## src/rtl/fft32_twiddle_sequencer.sv

```systemverilog
// Control sequencer for one radix-2 MDC FFT stage: it counts pairs per frame,
// drives the twiddle ROM address/bypass, the commutator select and multiplier enable, and drains the stage at end of stream.
module fft32_twiddle_sequencer #(
    parameter int FRAME_LEN = 16,
    parameter int SHIFT     = 0,
    parameter int SW_BIT    = 3,
    parameter int PIPE_LAT  = 2,
    parameter int DRAIN_LEN = 8
) (
    input  logic       clk,
    input  logic       rst_n,
    input  logic       en,
    input  logic       in_valid,
    input  logic       in_last,
    output logic [2:0] tw_addr,
    output logic       tw_bypass,
    output logic       mult_en,
    output logic       sw_sel,
    output logic       out_valid,
    output logic       out_sof,
    output logic       busy,
    output logic       err_frame,
    output logic       err_ovf
);
    typedef enum logic [1:0] {IDLE, RUN, DRAIN} state_t;

    localparam logic [3:0] CNT_MASK = 4'(FRAME_LEN - 1);
    localparam logic [3:0] HALF     = 4'(FRAME_LEN / 2);
    localparam logic [2:0] IDX_MASK = 3'(FRAME_LEN / 2 - 1);
    localparam logic [3:0] DLEN     = 4'(DRAIN_LEN);

    state_t state, state_nx;
    logic [3:0] cnt, dcnt;
    logic accept, advance, last_acc, abort;
    logic [2:0] idx, tw_addr_d;
    logic [PIPE_LAT:1] vld_pipe, sof_pipe;

    always_comb begin
        abort     = (state != IDLE) && !en;
        accept    = en && in_valid && (state == IDLE || state == RUN);
        advance   = accept || (state == DRAIN && en);
        last_acc  = accept && in_last;
        idx       = cnt[2:0] & IDX_MASK;
        tw_addr_d = idx << SHIFT;
    end

    always_ff @(posedge clk or negedge rst_n) begin
        if (!rst_n) state <= IDLE;
        else        state <= state_nx;
    end

    always_comb begin
        state_nx = state;
        case (state)
            IDLE:  if (accept) state_nx = !in_last ? RUN : (DRAIN_LEN == 0) ? IDLE : DRAIN;
            RUN:   if (!en) state_nx = IDLE;
                   else if (last_acc) state_nx = (DRAIN_LEN == 0) ? IDLE : DRAIN;
            DRAIN: if (!en || dcnt == 4'd1) state_nx = IDLE;
            default: state_nx = IDLE;
        endcase
    end

    // Any return to IDLE (drain done, abort, zero-length drain) restarts the frame count.
    always_ff @(posedge clk or negedge rst_n) begin
        if (!rst_n) begin
            cnt  <= '0;
            dcnt <= '0;
        end else begin
            if (state_nx == IDLE)  cnt <= '0;
            else if (advance)      cnt <= (cnt + 4'd1) & CNT_MASK;
            if (state_nx != DRAIN)  dcnt <= '0;
            else if (state != DRAIN) dcnt <= DLEN;
            else                    dcnt <= dcnt - 4'd1;
        end
    end

    always_ff @(posedge clk or negedge rst_n) begin
        if (!rst_n) begin
            tw_addr   <= '0;
            tw_bypass <= 1'b0;
            mult_en   <= 1'b0;
            sw_sel    <= 1'b0;
            err_frame <= 1'b0;
            err_ovf   <= 1'b0;
        end else begin
            if (advance) begin
                tw_bypass <= (cnt < HALF);
                mult_en   <= (cnt >= HALF);
                tw_addr   <= (cnt < HALF) ? 3'd0 : tw_addr_d;
                sw_sel    <= cnt[SW_BIT];
            end
            err_frame <= last_acc && (cnt != CNT_MASK);
            err_ovf   <= (state == DRAIN) && in_valid;
        end
    end

    always_ff @(posedge clk or negedge rst_n) begin
        if (!rst_n) begin
            vld_pipe <= '0;
            sof_pipe <= '0;
        end else if (abort) begin
            vld_pipe <= '0;
            sof_pipe <= '0;
        end else begin
            vld_pipe[1] <= advance;
            sof_pipe[1] <= advance && (cnt == 4'd0);
            for (int i = 2; i <= PIPE_LAT; i++) begin
                vld_pipe[i] <= vld_pipe[i-1];
                sof_pipe[i] <= sof_pipe[i-1];
            end
        end
    end

    assign out_valid = vld_pipe[PIPE_LAT];
    assign out_sof   = sof_pipe[PIPE_LAT];
    assign busy      = (state != IDLE);
endmodule
```

## config.mk

```make
export PLATFORM = sky130hd
export DESIGN_NAME = fft32_twiddle_sequencer
export DESIGN_NICKNAME = d
export VERILOG_FILES = /design/src/rtl/fft32_twiddle_sequencer.sv
export SDC_FILE = /design/constraint.sdc
export NUM_CORES = 1
export LEC_CHECK = 0
export BUFFER_PORTS_ARGS = -buffer_cell sky130_fd_sc_hd__clkbuf_2
export CORE_MARGIN = 2
export CORE_UTILIZATION = 45
export DETAILED_ROUTE_END_ITERATION = 16
export PLACE_DENSITY = 0.66
export SLEW_MARGIN = 20
export SYNTH_ARGS = -nofsm -noshare
export SYNTH_HDL_FRONTEND = slang
export SYNTH_SLANG_ARGS = --single-unit
```

## constraint.sdc

```tcl
create_clock -name clk -period 1.89 [get_ports clk]
set_clock_uncertainty 0.1 [all_clocks]
set_input_delay 0.4725 -clock clk [delete_from_list [all_inputs] [get_ports clk]]
set_output_delay 0.4725 -clock clk [all_outputs]
set_load 0.03 [all_outputs]
```

## Yosys cells after proc, flatten, opt, wreduce, memory -nomap -nowiden

Index checks and enable logic that the tools add are counted.

| storage, ports and cells | value |
|---|---|
| bits in registers | 22 |
| input bits | 5 |
| output and inout port bits | 11 |
| word-level logic and storage cells | 51 |

| cells by class | value |
|---|---|
| add/sub/neg operators | 2 |
| $lt $le $gt $ge | 2 |
| eq/ne operators | 6 |
| mux-type cells | 13 |
| reduce and logical (&&, ||, !) cells | 17 |

Operators with widths:

| cell | count |
|---|---|
| 4-bit two-way mux | 4 |
| 2-bit two-way mux | 7 |
| 1-bit logical AND | 8 |
| 2-bit one-hot mux with 3 select lines | 1 |
| 4-bit by 1-bit adder with 4-bit output, second input constant | 1 |
| 4-bit by 1-bit == test with 1-bit output, second input constant | 1 |
| 4-bit >= comparator, second input constant | 1 |
| 2-bit logical NOT | 2 |
| 4-bit logical NOT | 1 |
| 4-bit < comparator, second input constant | 1 |
| 2-bit != test, second input constant | 2 |
| 4-bit != test, second input constant | 1 |
| 2-bit nonzero test | 2 |
| 4-bit by 1-bit subtractor with 4-bit output, second input constant | 1 |
| 1-bit logical OR | 3 |
| 3-bit two-way mux | 1 |
| 2-bit by 1-bit == test with 1-bit output, second input constant | 1 |
| 2-bit == test, second input constant | 1 |
| 1-bit logical NOT | 1 |

## Longest topological paths before layout

| logic depth | value |
|---|---|
| word-level depth | 9 |
| mapped depth | 6 |
| depth with buffers taken out | 6 |

## Least setup slack after synthesis

Ideal clock, no wire load.

| timing path | value |
|---|---|
| kind | register -> register |
| start point | reg state[1] |
| end point | reg mult_en |
| setup time | 0.125 ns |
| arrival time | 1.149 ns |
| required time | 1.665 ns |
| slack | 0.515 ns |
| cell stages (with the launch flop) | 4 |
| path buffers | 0 |
| period minus slack after synthesis | 1.375 ns |
| path through | dfrtp_1 nand2b_1 a21o_4 mux2_4 |

| on the way | value |
|---|---|
| longest elaborated chain between the ends | 4 |
| elaborated cells between the ends (all ways) | 7 |
| those cells by class | 2 x eq/ne; 5 x reduce/logical |

Ends and longest elaborated chain:

| element | RTL line | RTL |
|---|---|---|
| from (decl) | 32 | `state_t state, state_nx;` |
| from (signal assigned) | 49 | `else state <= state_nx;` |
| 2-bit by 1-bit == test with 1-bit output or 2-bit logical NOT (tied branches) | 40 | `accept = en && in_valid && (state == IDLE \|\| state == RUN);` |
| 1-bit logical OR | 40 |  |
| 1-bit logical AND | 40 |  |
| 1-bit logical OR (*) | 41 | `advance = accept \|\| (state == DRAIN && en);` |
| to (signal assigned) | 88 | `mult_en <= (cnt >= HALF);` |
| to (decl) | 17 | `output logic mult_en,` |

Every way passes the cells marked *; elsewhere a longest branch is shown, timed or not.
A chain may end at the register's enable or synchronous reset.

## Final worst setup path

| timing path | value |
|---|---|
| start point | reg state[1] |
| end point | out busy |

| on the way | value |
|---|---|
| longest elaborated chain between the ends | 1 |

Ends and longest elaborated chain:

| element | RTL line | RTL |
|---|---|---|
| 2-bit nonzero test | 116 | `assign busy = (state != IDLE);` |
| to (decl) | 21 | `output logic busy,` |

No other way between the ends.

==> metrics.md <==
| Metric | Value |
|---|---|
| Arr. time, crit path | 1240 ps |
| Average wire per standard cell | 13.0 um |
| Mapped Area | 985 um^2 |
| Yosys top cell by area | dfrtp_1 |
| Fill count | 186 |
| Core Box Area | 2020 um^2 |
| Die Ht | a little over 50 um |
| I/O Pins | 16 |
| Smallest hold slack | 16.5 ps |
| Power Dens Cells | 889 nW/um^2 |
| Place WS | about 300 ps |
| Die area | 2580 um^2 |
| Synth area leaders | dfrtp_1 (56%), ha_1 (5.1%), xnor2_1 (4.4%) |
| Final wirelength | 1.69 mm |
| Initial Util | 48.7% |
| Grt total ovfl | 0 |
| Wire length of the first global-routing pass | 2.96 mm |
| # Max-Cap Violations | 0 |
| Final Core Density | 56.0% |
| Gp weighted congestion | a little under 0.7 |
| Hold Path Class | primary input to asynchronous set/reset pin |
| Setup bufs post-CTS | 0 |
| Clock tree sinks | 22 |
| Post-synthesis average cell area | 11.4 um^2 |
| Cell with the most instances after synthesis | dfrtp_1 |
| Nets@finish | 113 |
| Setup-failing EPs final | 0 |
| Area grow syn2layout | 15.0% |
| Row Count | 16 |
| Final Cycle Share | 95.9% |
| Vias in the first global route | about 690 |
| Remaining DRCs | 0 |
| Peak supply drop | 0.406 mV |
| Cells after synthesis | 86 |
| DP Wirelength | 1.27 mm |
| Drt pass-1 iters | 4 |
| Number of enable flip-flop cells after synthesis | 0 |
| Max-slew violation count | 0 |
| Distinct cell type count after synthesis | 30 |
| Synth Flop Type | dfrtp_1 |
| Synth Warn # | 0 |
| Initial antenna violation count | 0 |
| Asr flop ratio synth | between 90% and 100% |
| Ratio of cells with drive above 1 in the final layout | between 20 and 30% |
| Post-layout min period | 1810 ps |
| CTS root buffer | clkbuf_4 |
| Startpoint type of the worst setup path | register |
| Fmax | between 500 and 600 MHz |
| Status | completed |
| I/O Buffers | 15 |
| TNS Setup | 0 ps |
| LEAKAGE | 0.000557 uW |
| Antenna-violating nets left | 0 |
| Die W | approximately 50 um |
| Critical Path RT | 1320 ps |
| Clock tree buffer depth | 2 |
| H-tree Lvls | 1 |
| Largest net degree at the start of global routing | 23 |
| Ant. Diodes | 0 |
| Final Hold Viols | 0 |
| Initial DRC Count | 14 |
| RSZ-0062 raised after global routing | false |
| CTS tree | done |
| Least-Margin Pin Slew | 525 ps |
| Via count | 639 |
| Seq/Total Area, Yosys | 55.9% |
| Slew margin rel. | 65.0% |
| Total CTS buffers | 3 |
| CP max FO | 6 |
| Synthesized Nets | 95 |
| Worst setup margin | 77.3 ps |
| Synth top area share | between 50% and 60% |
| Setup crit end kind | primary output |
| Clk slew on worst S/H paths | 130 ps |
| Post-synth top cells | dfrtp_1 (22), nor2_1 (10), nand2_1 (9) |
| Tot GR Track Use | 15.6% |
| Register bit total from synthesis | 22 |
| Worst skew pair latency | 300 ps |
| Vias/cell | roughly 4.9 |
| Setup CP Type | register to primary output |
## sequential cells by signal (all words and copies together) (netlist names)
name,count
vld_pipe,2
err_ovf,1
tw_bypass,1
sw_sel,1
state,2
tw_addr,3
dcnt,4
sof_pipe,2
err_frame,1
cnt,4
mult_en,1
## metal layers
metal / track usage (%) / vias to the layer above / part of all wire (%)
met3: 2.98 / 0 / 3.0
met2: 28.1 / 9 / 52
li1: - / 320 / -
met5: 0 / - / 0
met1: 18.5 / 310 / 45
met4: 5.41 / 0 / 0
## critical path, cell delays in order (launching register included)
cell and delay (ps):
dfrtp_2 460, or2_2 300, clkbuf_2 190
## placed cells by master (no fill, tap or decap), types with 2 or more instances in the layout
cell	synthesis	final
clkbuf_2	0	15
and2_1	2	2
a21oi_1	2	2
inv_1	6	6
ha_1	4	4
nand2_1	9	9
clkbuf_4	0	3
nor2_1	10	10
xnor2_1	5	5
o21ai_1	4	4
dfrtp_1	22	21
mux2_4	2	2
## timing repair
| action | CTS | global route |
|---|---|---|
| hold buffers | 0 | 0 |
| resized for setup | 0 | 1 |
| setup endpoints to repair | 0 | 1 |
## cell type report
| type | count | area [um^2] | share of cell area, % |
|---|---|---|---|
| Clock buffer | 3 | 22.5 | 1.99 |
| Sequential cell | 22 | 552 | 48.7 |
| Clock inverter | 1 | 30.0 | 2.65 |
| Multi-Input combinational cell | 56 | 397 | 35.0 |
| Inverter | 6 | 22.5 | 1.99 |
| Timing Repair Buffer | 15 | 75.1 | 6.63 |
| Tap cell | 27 | 33.8 | 2.98 |
## power by group
group | internal, uW | switching, uW
clock | 214 | 140
combinational | 50.5 | 90.2
sequential | 496 | 15.8
total | 760 | 246
## metrics by stage
step / instances / total power, uW / area [um^2]
after floorplan: 86 / 620 / 985
after global placement: 126 / 657 / 1080
after detailed placement: 126 / 664 / 1080
after CTS: 130 / 1020 / 1130
after global routing: 130 / 1060 / 1130
final: 130 / 1010 / 1130
## logic make-up (layout without fill, tap and decap cells)
family	count (synthesis)	in the layout	synth area share, %
simple gates	33	33	16.6
flops	22	22	55.9
mux	3	3	4.07
xor+xnor	5	5	4.45
buf+inv	8	25	3.81
fa+ha+maj	4	4	5.08
compound gates	11	11	10.0
## worst paths after layout
check	startpoint	end	slack (ps)	depth (start not counted)
worst max-delay path	state[1]	busy	80	2
worst min-delay path	rst_n	cnt[2]	20	1
worst max register to register	dcnt[0]	dcnt[3]	350	4
worst min register to register	sof_pipe[1]	sof_pipe[2]	370	1
max in group asynchronous	rst_n	state[1]	1290	1
min in group clk	in_last	state[0]	300	2
(Power assumes the default switching activity.)
